--- config.mk ---
export PLATFORM = sky130hd
export DESIGN_NAME = mix_columns_ctrl
export DESIGN_NICKNAME = d
export VERILOG_FILES = /design/src/rtl/aes_mix_pkg.sv /design/src/rtl/mixColumn.sv /design/src/rtl/mix_columns_ctrl.sv
export SDC_FILE = /design/constraint.sdc
export NUM_CORES = 1
export LEC_CHECK = 0
export CAP_MARGIN = 30
export CORE_UTILIZATION = 56
export CTS_BUF_LIST = sky130_fd_sc_hd__clkbuf_4 sky130_fd_sc_hd__clkbuf_8
export DETAILED_ROUTE_END_ITERATION = 7
export PLACE_DENSITY_LB_ADDON = 0.12
export REMOVE_ABC_BUFFERS = 1
export SYNTH_ARGS = -nofsm -noshare
export SYNTH_HDL_FRONTEND = slang
export SYNTH_HIERARCHICAL = 1
export SYNTH_SLANG_ARGS = --single-unit
--- constraint.sdc ---
create_clock -name clk -period 7.01 [get_ports clk]
set_input_delay 0.701 -clock clk [delete_from_list [all_inputs] [get_ports clk]]
set_output_delay 0.701 -clock clk [all_outputs]
set_load 0.1 [all_outputs]
--- src/rtl/aes_mix_pkg.sv ---
// Shared types and byte-indexing helpers for the MixColumns controller.
//
// Contents:
//   byte_t, state_t  - byte and 128-bit AES state types
//   mc_state_e       - controller FSM states {IDLE, RUN, DONE}
//   NB               - number of columns (and rows) in the AES state
//   get_byte()       - read byte idx (0..15, column-major) from a state
//   set_byte()       - return a copy of a state with byte idx replaced
//
// Byte idx = 4*col + row. With msb_first=1 byte 0 sits at [127:120],
// otherwise at [7:0].
package aes_mix_pkg;

    typedef logic [7:0]   byte_t;
    typedef logic [127:0] state_t;

    typedef enum logic [1:0] {
        IDLE = 2'd0,
        RUN  = 2'd1,
        DONE = 2'd2
    } mc_state_e;

    localparam int unsigned NB = 4;

    // Bit position of the least significant bit of byte idx.
    function automatic int unsigned byte_lsb(input logic [3:0] idx, input logic msb_first);
        if (msb_first) begin
            return 8 * (15 - 32'(idx));
        end
        return 8 * 32'(idx);
    endfunction

    function automatic byte_t get_byte(input state_t s, input logic [3:0] idx,
                                       input logic msb_first);
        return s[byte_lsb(idx, msb_first) +: 8];
    endfunction

    function automatic state_t set_byte(input state_t s, input logic [3:0] idx,
                                        input byte_t b, input logic msb_first);
        state_t r;
        r = s;
        r[byte_lsb(idx, msb_first) +: 8] = b;
        return r;
    endfunction

endpackage

--- src/rtl/mixColumn.sv ---
// Combinational MixColumns row slice.
//
// Produces one output byte of a mixed column from the four input column
// bytes and a row select, using the FIPS-197 matrix over GF(2^8) with
// reduction polynomial 0x11B:
//   out[row] = 2*a[row] ^ 3*a[row+1] ^ a[row+2] ^ a[row+3]   (indices mod 4)
//
// Ports:
//   col_in0..col_in3  in  8  column bytes, row 0..3
//   row               in  2  output row select
//   col_out           out 8  mixed byte for the selected row
module mixColumn (
    input  logic [7:0] col_in0,
    input  logic [7:0] col_in1,
    input  logic [7:0] col_in2,
    input  logic [7:0] col_in3,
    input  logic [1:0] row,
    output logic [7:0] col_out
);

    // Multiply by x in GF(2^8), poly 0x11B.
    function automatic logic [7:0] xtime(input logic [7:0] a);
        return {a[6:0], 1'b0} ^ (a[7] ? 8'h1b : 8'h00);
    endfunction

    logic [7:0] a [4];
    logic [1:0] r1;
    logic [1:0] r2;
    logic [1:0] r3;

    always_comb begin
        a[0] = col_in0;
        a[1] = col_in1;
        a[2] = col_in2;
        a[3] = col_in3;
        // 2-bit adds wrap mod 4, giving the circulant matrix rotation.
        r1 = row + 2'd1;
        r2 = row + 2'd2;
        r3 = row + 2'd3;
        col_out = xtime(a[row]) ^ xtime(a[r1]) ^ a[r1] ^ a[r2] ^ a[r3];
    end

endmodule

--- src/rtl/mix_columns_ctrl.sv ---
// Sequential AES MixColumns controller.
//
// Applies MixColumns to a 128-bit state by time-multiplexing the mixColumn
// row slice over all (column, row) byte positions. Start/done handshake
// toward the round sequencer; the result is held on state_o until the next
// accepted operation completes.
//
// Build option: define MIX_COLUMNS_PAR4_EN to instantiate four mixColumn
// slices (one per row) and finish a whole column per cycle (4 RUN cycles
// instead of 16). Handshake, reset and hold behaviour are unchanged.
//
// Parameters:
//   BYTE_ORDER_MSB_FIRST  1: byte 0 at [127:120] (FIPS-197); 0: byte 0 at [7:0]
//
// Ports:
//   clk      in  1    system clock, rising edge
//   rst_n    in  1    asynchronous active-low reset
//   start_i  in  1    request, sampled only while ready_o=1
//   state_i  in  128  input state, captured on accepted start
//   ready_o  out 1    high in IDLE and DONE
//   busy_o   out 1    high in RUN
//   done_o   out 1    one-cycle pulse when state_o becomes valid
//   state_o  out 128  MixColumns result
module mix_columns_ctrl #(
    parameter int BYTE_ORDER_MSB_FIRST = 1
) (
    input  logic         clk,
    input  logic         rst_n,
    input  logic         start_i,
    input  logic [127:0] state_i,
    output logic         ready_o,
    output logic         busy_o,
    output logic         done_o,
    output logic [127:0] state_o
);

    import aes_mix_pkg::*;

    localparam logic MSB_FIRST = (BYTE_ORDER_MSB_FIRST != 0);

    mc_state_e  state_q;
    logic [1:0] col_q;
    state_t     src_q;
    state_t     res_q;
    state_t     out_q;
    logic       ready_q;
    logic       busy_q;
    logic       done_q;

    state_t     res_next;
    logic       last_step;
    byte_t      col_in [NB];

    // Current source column, rows 0..3.
    always_comb begin
        for (int unsigned i = 0; i < NB; i++) begin
            col_in[i] = get_byte(src_q, {col_q, 2'(i)}, MSB_FIRST);
        end
    end

`ifdef MIX_COLUMNS_PAR4_EN

    byte_t mix_out [NB];

    for (genvar r = 0; r < 4; r++) begin : g_mix
        mixColumn u_mix (
            .col_in0 (col_in[0]),
            .col_in1 (col_in[1]),
            .col_in2 (col_in[2]),
            .col_in3 (col_in[3]),
            .row     (2'(r)),
            .col_out (mix_out[r])
        );
    end

    always_comb begin
        res_next = res_q;
        for (int unsigned r = 0; r < NB; r++) begin
            res_next = set_byte(res_next, {col_q, 2'(r)}, mix_out[r], MSB_FIRST);
        end
        last_step = (col_q == 2'd3);
    end

`else

    logic [1:0] row_q;
    byte_t      mix_out;

    mixColumn u_mix (
        .col_in0 (col_in[0]),
        .col_in1 (col_in[1]),
        .col_in2 (col_in[2]),
        .col_in3 (col_in[3]),
        .row     (row_q),
        .col_out (mix_out)
    );

    always_comb begin
        res_next  = set_byte(res_q, {col_q, row_q}, mix_out, MSB_FIRST);
        last_step = (col_q == 2'd3) && (row_q == 2'd3);
    end

`endif

    always_ff @(posedge clk or negedge rst_n) begin
        if (!rst_n) begin
            state_q <= IDLE;
            col_q   <= 2'd0;
`ifndef MIX_COLUMNS_PAR4_EN
            row_q   <= 2'd0;
`endif
            src_q   <= '0;
            res_q   <= '0;
            out_q   <= '0;
            ready_q <= 1'b1;
            busy_q  <= 1'b0;
            done_q  <= 1'b0;
        end else begin
            unique case (state_q)
                // DONE accepts a new start exactly like IDLE (no bubble).
                IDLE, DONE: begin
                    done_q <= 1'b0;
                    if (start_i) begin
                        src_q   <= state_i;
                        col_q   <= 2'd0;
`ifndef MIX_COLUMNS_PAR4_EN
                        row_q   <= 2'd0;
`endif
                        state_q <= RUN;
                        ready_q <= 1'b0;
                        busy_q  <= 1'b1;
                    end else begin
                        state_q <= IDLE;
                        ready_q <= 1'b1;
                        busy_q  <= 1'b0;
                    end
                end
                RUN: begin
                    res_q <= res_next;
`ifdef MIX_COLUMNS_PAR4_EN
                    col_q <= col_q + 2'd1;
`else
                    row_q <= row_q + 2'd1;
                    if (row_q == 2'd3) begin
                        col_q <= col_q + 2'd1;
                    end
`endif
                    if (last_step) begin
                        // res_next already holds the final byte(s) written this cycle.
                        out_q   <= res_next;
                        state_q <= DONE;
                        done_q  <= 1'b1;
                        busy_q  <= 1'b0;
                        ready_q <= 1'b1;
                    end
                end
                default: begin
                    state_q <= IDLE;
                    ready_q <= 1'b1;
                    busy_q  <= 1'b0;
                    done_q  <= 1'b0;
                end
            endcase
        end
    end

    assign ready_o = ready_q;
    assign busy_o  = busy_q;
    assign done_o  = done_q;
    assign state_o = out_q;

endmodule

==> impl_metrics.toml, run 1 <==
[detailed_routing]
drc_errors = 0
drtIter0Drc = 920
drt-pass1-iter-count = 5
avgViaCountPerCell = 5.359
wl_per_cell_um = 16.90
ant_nets = 0
num_vias = 12540
wirelength_um = 39540

[timing]
rsz0062_at_grt = "no"
hold_viol = 0
whs_ns = 0.1382
worst_pin_slew_ns = 1.104
max_freq_mhz = 263.3
setup_tns_ns = 0
setup_viol_count_final = 0
fin_crit_sh_pct = 54.17
fin_crit_ns = 3.798
max_slew_margin_pct = 26.03
slew_violations = 0
finClkSkew_ns = 0.03439

[logic_synthesis]
yosys.area.top_type = "dfrtp_1"
synth.distinct_cells = 71
synth_seq_area_share_pct = 57.14
synth.area.top_cells = "dfrtp_1 (57%), nand2_1 (17%), mux2_2 (7.2%)"
yosysWarnings = 6
ys_ff_latch = 391
netlist_area_sq_um = 17130
async_flop_share_pct = 100.0
synth_enable_flop_cells = 0
yosysTopAreaCellShare_pct = 56.98
netlist_instances = 1659
avgSynthCellArea_sq_um = 10.32
synth_ff_type = "dfrtp_1"

[floorplan]
start_util_pct = 57.33
row_count = 63
fp.dieW_um = 176.9
die-area_sq_um = 31290
ios = 262
core_area_sq_um = 29870
chipHeight_um = 176.9

[cts]
cts_max_level = 2
cts_buffers = 59
cts_resized = 0
root_buffer = "clkbuf_8"
postCtsSetupBuffers = 0
numClockSinks = 391
clock_path_buffers = 3
hold_buffers = 0
clk_latency_ns = 0.62
cts_tree = "done"
clk_pin_slew_worst_paths_ns = 0.06

[critical_path]
max_stage_delay_ns = 0.70
end_kind = "register"
critPathTopFamily = "XOR/XNOR gates"
slowest_stage = "xnor2_2"
worstPathRequired_ns = 7.54
startpoint_type = "register"
critPathKind = "register to register"
crit_buf_inv = 1
critPathMaxFanout = 43
worstPathArrival_ns = 4.33
path_cells = "buf_4 -> mux4_2 -> xor2_1 -> o22ai_1 -> a21oi_1 -> xnor2_1 -> xnor2_2 -> nor2b_1 -> nand2_1 -> o21ai_0"

[cells_and_area]
final_cell_area_sq_um = 21440
drive_gt1_share_pct = 16.32
most-common-layout-cells = "nand2_1 (775), dfrtp_1 (387), clkdlybuf4s50_1 (260), mux2_2 (110), clkbuf_8 (79)"
layout.nets = 2037
final_core_utilization_pct = 71.76
fill_cells = 2204
final_common_cell = "nand2_1"
syn_to_final_growth_pct = 25.18

[min_path]
hp-class = "primary input to async pin"

[global_routing]
overflow = 0
grt_pass1_vias = 12760
grt_max_degree = 147
antenna_found_initial = 1
grt_usage_pct = 26.43
grt_pass1_wl_um = 65330

[place]
io_buffers = 261
gp_congestion = 0.8003
post_dp_cell_area_sq_um = 20090
place_hpwl_um = 26550

[run_status]
status = "complete, no violations"

[flow_run]
drv_cap = 0
[cell type report]
| cell class | instances | area, sq um | share of cell area (%) |
|---|---|---|---|
| clock inverters | 12 | 81.33 | 0.3793 |
| diodes | 1 | 2.502 | 0.01167 |
| well taps | 390 | 488.0 | 2.276 |
| flip-flops and latches | 391 | 9789 | 45.66 |
| multi-input cells | 1165 | 6957 | 32.45 |
| inverters | 7 | 28.78 | 0.1342 |
| clock buffers | 95 | 1207 | 5.632 |
| repair buffers | 279 | 2885 | 13.46 |
[kinds of logic (layout without fill, tap and decap cells)]
group | Yosys count | count (layout) | synth area share (%)
other | 0 | 1 | 0
flip-flops | 391 | 391 | 57.14
XOR/XNOR | 52 | 52 | 2.783
AND/OR/NAND/NOR | 882 | 882 | 21.07
adder cells (fa/ha/maj) | 3 | 3 | 0.2192
AO/OA/AOI/OAI | 52 | 52 | 2.104
multiplexers | 176 | 176 | 14.00
buffers and inverters | 103 | 393 | 2.681
[synth_stat cells (all sizes together), types with 3 or more instances]
library cell and instances:
nand2b 5, and2 9, or2 4, nor3 3, mux2 119, mux4 36, inv 7, nor2 18
buf 23, a21oi 8, ha 3, xnor2 33, nand3b 11, nand3 22, nand2 775, nor2b 13
mux2i 21, xor2 18, o22ai 5, dfrtp 390, clkbuf 73, o21ai 17, nor3b 4, a221o 3
o221ai 5
[stage by stage]
stage	cells	setup slack, ns
finish	2340	3.212
global route	2339	2.855
CTS	2337	3.141
detailed placement	2230	3.172
global placement	2226	3.287
floorplan	1563	-1.329
[routing by layer]
layer	wire length, um	track usage, %
met2	19020	42.55
met5	0	0
met1	17320	36.81
met3	2149	4.274
met4	1053	8.872
[sequential cells by signal, indices dropped and copies added, names as in the netlist]
signal,cells
src_q,128
state_o,128
ready_o,1
row_q,2
res_q,128
state_q,2
col_q,2
[final timing paths]
kind	cells after the start	slack, ns	end	startpoint
min in group clk	2	0.46	state_o[76]$_DFFE_PN0P_	res_q[76]$_DFFE_PN0P_
max in group asynchronous	2	5.43	col_q[1]$_DFFE_PN0P_	rst_n
max	10	3.21	res_q[4]$_DFFE_PN0P_	col_q[0]$_DFFE_PN0P_
min reg2reg	2	0.46	state_o[76]$_DFFE_PN0P_	res_q[76]$_DFFE_PN0P_
min	1	0.14	res_q[56]$_DFFE_PN0P_	rst_n
max reg2reg	10	3.21	res_q[4]$_DFFE_PN0P_	col_q[0]$_DFFE_PN0P_
Power of run 1 is left out: the tool's default activity adds up to more than one toggle a clock period on the data nets, which glitch-free logic cannot reach.
==> run 2, diff against run 1 <==
--- a/config.mk
+++ b/config.mk
@@ -6,7 +6,7 @@
 export NUM_CORES = 1
 export LEC_CHECK = 0
 export CAP_MARGIN = 30
-export CORE_UTILIZATION = 56
+export CORE_UTILIZATION = 51
 export CTS_BUF_LIST = sky130_fd_sc_hd__clkbuf_4 sky130_fd_sc_hd__clkbuf_8
 export DETAILED_ROUTE_END_ITERATION = 7
 export PLACE_DENSITY_LB_ADDON = 0.12
==> constraint.sdc (replaced) <==
create_clock -name clk -period 3.2 [get_ports clk]
set_input_delay 0.32 -clock clk [delete_from_list [all_inputs] [get_ports clk]]
set_output_delay 0.32 -clock clk [all_outputs]
set_load 0.1 [all_outputs]
==> run 2 against run 1 <==
  * Via count shrank 0.50%
  * Worst hold slack gained 0.11 ns
  * Design area grew 0.55%
  * Critical path type unchanged
  * Worst setup slack got worse by 3.1 ns
  * Sequential cell count unchanged
  * Critical path depth is the same
  * First-iteration DRC count fell by 20%
  * Utilization decreased by 6.0 points
  * Count of clock-buffer cells in the layout fell by 7
  * Register-to-register slack worse by 3.1 ns
  * Final cell count rose by 2.4%
==> impl_metrics.toml, run 2 (synthesized netlist as in run 1, its figures left out) <==
[run_status]
status = "complete, no violations"

[timing]
fin_crit_sh_pct = 96.91
hold_viol = 0
worst_pin_slew_ns = 1.041
setup_ws_ns = 0.09880
max_freq_mhz = 322.5
rsz0062_at_grt = "yes"
setup_viol_count_final = 0
max_slew_margin_pct = 30.38
finClkSkew_ns = 0.03064
fin_crit_ns = 3.101
slew_violations = 0

[cells_and_area]
final_common_cell = "nand2_1"
final_cell_area_sq_um = 21560
final_core_utilization_pct = 65.76
antenna-diode-count = 0
drive_gt1_share_pct = 16.68
most-common-layout-cells = "nand2_1 (775), dfrtp_1 (387), clkdlybuf4s50_1 (256), mux2_2 (110), clkbuf_8 (71)"
layout.nets = 2056
syn_to_final_growth_pct = 25.88

[place]
place_hpwl_um = 27320
post_dp_cell_area_sq_um = 20330
gp_congestion = 0.8426
io_buffers = 261
place_ws_ns = 0.06315

[critical_path]
slowest_stage = "mux4_2"
worstPathArrival_ns = 3.58
worstPathRequired_ns = 3.68
critPathKind = "register to register"
path_cells = "buf_12 -> mux4_2 -> or3b_1 -> a311oi_1 -> a311oi_1 -> a211oi_2 -> xor2_2 -> buf_4 -> and2_1 -> mux2_2"
cpMostUsedCell = "a311oi_1"
max_stage_delay_ns = 0.46
startpoint_type = "register"
critPathMaxFanout = 16
end_kind = "register"

[detailed_routing]
drc_errors = 0
wirelength_um = 39850
ant_nets = 0
drt-pass1-iter-count = 5
drtIter0Drc = 735
num_vias = 12480
avgViaCountPerCell = 5.208
wl_per_cell_um = 16.63

[floorplan]
fp.dieW_um = 185.3
die-area_sq_um = 34320
ios = 262
row_count = 66
chipHeight_um = 185.3
core_area_sq_um = 32780
start_util_pct = 52.24

[cts]
clock_path_buffers = 3
root_buffer = "clkbuf_8"
cts_max_level = 2
clk_pin_slew_worst_paths_ns = 0.06
numClockSinks = 391
cts_tree = "done"
cts_buffers = 60
clk_latency_ns = 0.61

[global_routing]
antenna_found_initial = 0
grt_pass1_wl_um = 64930
grt_usage_pct = 24.04
grt_max_degree = 130
overflow = 0
grt_pass1_vias = 12450

[flow_run]
drv_cap = 0

[min_path]
hp-class = "primary input to register"
run 2: final cells by class:
class                   instances  area [sq um]
fillers                      2663         11230
flip-flops and latches        391          9789
clock buffers                  88          1105
clock inverters                 6         73.82
multi-input cells            1165          6990
repair buffers                297          3018
well taps                     442         553.0
inverters                       7         28.78
run 2: repair_timing:
item | in CTS | in global routing
endpoints found under the setup margin | 0 | 17
hold endpoints to repair | 54 | 0
setup buffers | 0 | 1
resized for setup | 0 | 3
hold buffers | 1 | 0
run 2: critical path: cells and delay by family, from the launching register on:
kind	cells	cell delay [ns]
buffers and inverters	2	0.38
XOR/XNOR	1	0.15
AND/OR/NAND/NOR	2	0.54
multiplexers	2	0.72
AO/OA/AOI/OAI	3	0.73
flip-flops	1	0.45
run 2: through the flow:
step | hold WS (ns) | std cells | TNS, ns
after floorplan | 0.02441 | 1563 | -1004.45
after CTS | 0.2107 | 2395 | 0
after global placement | 0.2913 | 2300 | 0
after global routing | 0.2331 | 2396 | -0.08235
after detailed placement | 0.2907 | 2300 | 0
final | 0.2455 | 2396 | 0
run 2: layer usage:
layer | share of wire, % | up-vias | global-route usage [%] | routed length, um
met2 | 47 | 377 | 38.28 | 18690
met5 | 0 | - | 0 | 0
li1 | - | 5890 | - | -
met4 | 1.8 | 0 | 6.380 | 730
met3 | 5.4 | 61 | 3.618 | 2137
met1 | 46 | 6150 | 34.48 | 18300
run 2: final timing paths:
kind                       depth (start not counted)                        to                   start  slack (ns)
max reg2reg                                       10     res_q[57]$_DFFE_PN0P_    col_q[0]$_DFFE_PN0P_         0.1
min in group asynchronous                          2  state_o[124]$_DFFE_PN0P_                   rst_n        0.26
max                                               10     res_q[57]$_DFFE_PN0P_    col_q[0]$_DFFE_PN0P_         0.1
min                                                3     src_q[44]$_DFFE_PN0P_             state_i[44]        0.25
max in group asynchronous                          3      col_q[0]$_DFFE_PN0P_                   rst_n        2.05
min reg2reg                                        2  state_o[110]$_DFFE_PN0P_  res_q[110]$_DFFE_PN0P_        0.46
Power of run 2 is left out for the same reason.
==> run 3, diff against run 2 <==
--- a/config.mk
+++ b/config.mk
@@ -6,9 +6,10 @@
 export NUM_CORES = 1
 export LEC_CHECK = 0
 export CAP_MARGIN = 30
-export CORE_UTILIZATION = 51
-export CTS_BUF_LIST = sky130_fd_sc_hd__clkbuf_4 sky130_fd_sc_hd__clkbuf_8
+export CORE_UTILIZATION = 56
+export CTS_BUF_LIST = sky130_fd_sc_hd__clkbuf_8
 export DETAILED_ROUTE_END_ITERATION = 7
+export DONT_BUFFER_PORTS = 1
 export PLACE_DENSITY_LB_ADDON = 0.12
 export REMOVE_ABC_BUFFERS = 1
 export SYNTH_ARGS = -nofsm -noshare
==> run 3 against run 2 <==
  * The flow now finishes with violations (hold timing)
  * Wire length increased by 2.0%
  * Die area decreased by 8.8%
  * Sequential share of layout area increased by 2.6 points
  * Utilization increased by 2.5 points
  * Final cell count decreased by 6.5%
  * Sequential cell count unchanged
==> impl_metrics.toml, run 3 (synthesized netlist as in run 1, its figures left out) <==
[critical_path]
endpoint = "res_q[0]$_DFFE_PN0P_"
worstReg2RegEnd = "res_q[0]$_DFFE_PN0P_"
critPathMaxFanout = 16
worstSetupStartpoint = "col_q[0]$_DFFE_PN0P_"
slowest_stage = "mux4_2"
max_stage_delay_ns = 0.61
critPathKind = "register to register"
startpoint_type = "register"
r2r_slack_ns = 0.14
rr_startpoint = "col_q[0]$_DFFE_PN0P_"
critPathTopFamily = "XOR/XNOR gates"
rr_worst_depth = 10
worstPathArrival_ns = 3.58
end_kind = "register"
worstPathRequired_ns = 3.72
path_cells = "buf_12 -> mux4_2 -> xor2_1 -> o22ai_1 -> nor2_2 -> xnor2_1 -> xnor2_2 -> nor2b_1 -> nand2_1 -> o21ai_0"
crit_buf_inv = 1
crit_cells = 10

[place]
io_buffers = 0
dp.cells = 1991
gp_congestion = 0.7611
place_hpwl_um = 24920

[detailed_routing]
wl_per_cell_um = 18.15
drtIter0Drc = 800
ant_nets = 0
avgViaCountPerCell = 5.404
drc_errors = 0
wirelength_um = 40670
num_vias = 12110
drt-pass1-iter-count = 5

[cts]
cts_buffers = 61
cts_tree = "done"
clk_latency_ns = 0.62
cts_max_level = 2
root_buffer = "clkbuf_8"
clock_path_buffers = 3
clk_pin_slew_worst_paths_ns = 0.06
hold_buffers = 128
numClockSinks = 391

[run_status]
violations = "hold timing"
status = "finished, violations left"

[floorplan]
ios = 262
fp.dieW_um = 176.9
row_count = 63
start_util_pct = 57.33
core_area_sq_um = 29870
chipHeight_um = 176.9
die-area_sq_um = 31290

[global_routing]
overflow = 0
grt_pass1_wl_um = 65440
antenna_found_initial = 0
grt_max_degree = 392
grt_usage_pct = 26.61
grt_pass1_vias = 12480

[cells_and_area]
layout.nets = 1935
final_common_cell = "nand2_1"
most-common-layout-cells = "nand2_1 (775), dfrtp_1 (387), dlygate4sd3_1 (128), mux2_2 (110), clkbuf_8 (81)"
antenna-diode-count = 0
final_cells = 2241
syn_to_final_growth_pct = 19.07
drive_gt1_share_pct = 18.21

[timing]
hold_viol = 391
whs_ns = -0.5867
slew_violations = 0
fin_crit_sh_pct = 95.50
fin_crit_ns = 3.056
finClkSkew_ns = 0.01936
max_freq_mhz = 327.2
max_slew_margin_pct = 34.81
setup_viol_count_final = 0
worst_pin_slew_ns = 0.9779

[flow_run]
drv_cap = 0

[min_path]
hp-class = "primary input to async pin"
## run 3: cell types whose count changed in the layout (fill, tap and decap cells not counted), sizes merged, moves of 6 or more
cell,change
clkdlybuf4s50,-256
dlygate4sd3,+127
inv,+14
clkinv,+11
buf,+6
clkbuf,-6
## run 3: final cells by class
cell class / count / area [sq um]
Clock buffer: 81 / 1115
Clock inverter: 32 / 212.7
Fill cell: 2250 / 9483
Inverter: 7 / 28.78
Multi-Input combinational cell: 1165 / 6970
Sequential cell: 391 / 9789
Tap cell: 390 / 488.0
Timing Repair Buffer: 175 / 1788
## run 3: per-layer routing
metal / global-route usage [%] / part of all wire, % / wire length (um) / up-vias
met5: 0 / 0 / 0 / -
met4: 7.615 / 2.1 / 869 / 0
met3: 6.100 / 6.6 / 2666 / 73
met2: 43.97 / 49 / 19820 / 362
met1: 35.27 / 43 / 17310 / 6003
li1: - / - / - / 5672
## run 3: worst min path at each step
stage,startpoint,endpoint,slack (ns),cells after the start
finish,rst_n,state_o[124]$_DFFE_PN0P_,-0.59,0
global route,rst_n,state_o[124]$_DFFE_PN0P_,-0.64,0
CTS,rst_n,state_o[87]$_DFFE_PN0P_,-0.63,0
detailed placement,rst_n,state_o[124]$_DFFE_PN0P_,0.03,0
global placement,rst_n,state_o[123]$_DFFE_PN0P_,0.04,0
floorplan,rst_n,col_q[0]$_DFFE_PN0P_,0.02,0
## run 3: what timing repair did
item | CTS | global route
resized for setup | 0 | 2
endpoints found under the hold margin | 519 | 391
endpoints found under the setup margin | 0 | 10
setup buffers | 0 | 7
## run 3: per-stage QoR
step	setup TNS (ns)	worst slack, ns	hold slack, ns	util (%)	instance area (sq um)
3_5_place_dp	0	0.07058	0.03468	59.20	17690
5_1_grt	-0.002597	-0.002597	-0.6361	68.26	20390
2_1_floorplan	-1004.45	-5.139	0.02441	-	16690
3_3_place_gp	0	0.1467	0.03796	59.20	17690
6_report	0	0.1440	-0.5867	68.26	20390
4_1_cts	0	0.04496	-0.6346	67.93	20290
Power of run 3 is left out for the same reason.
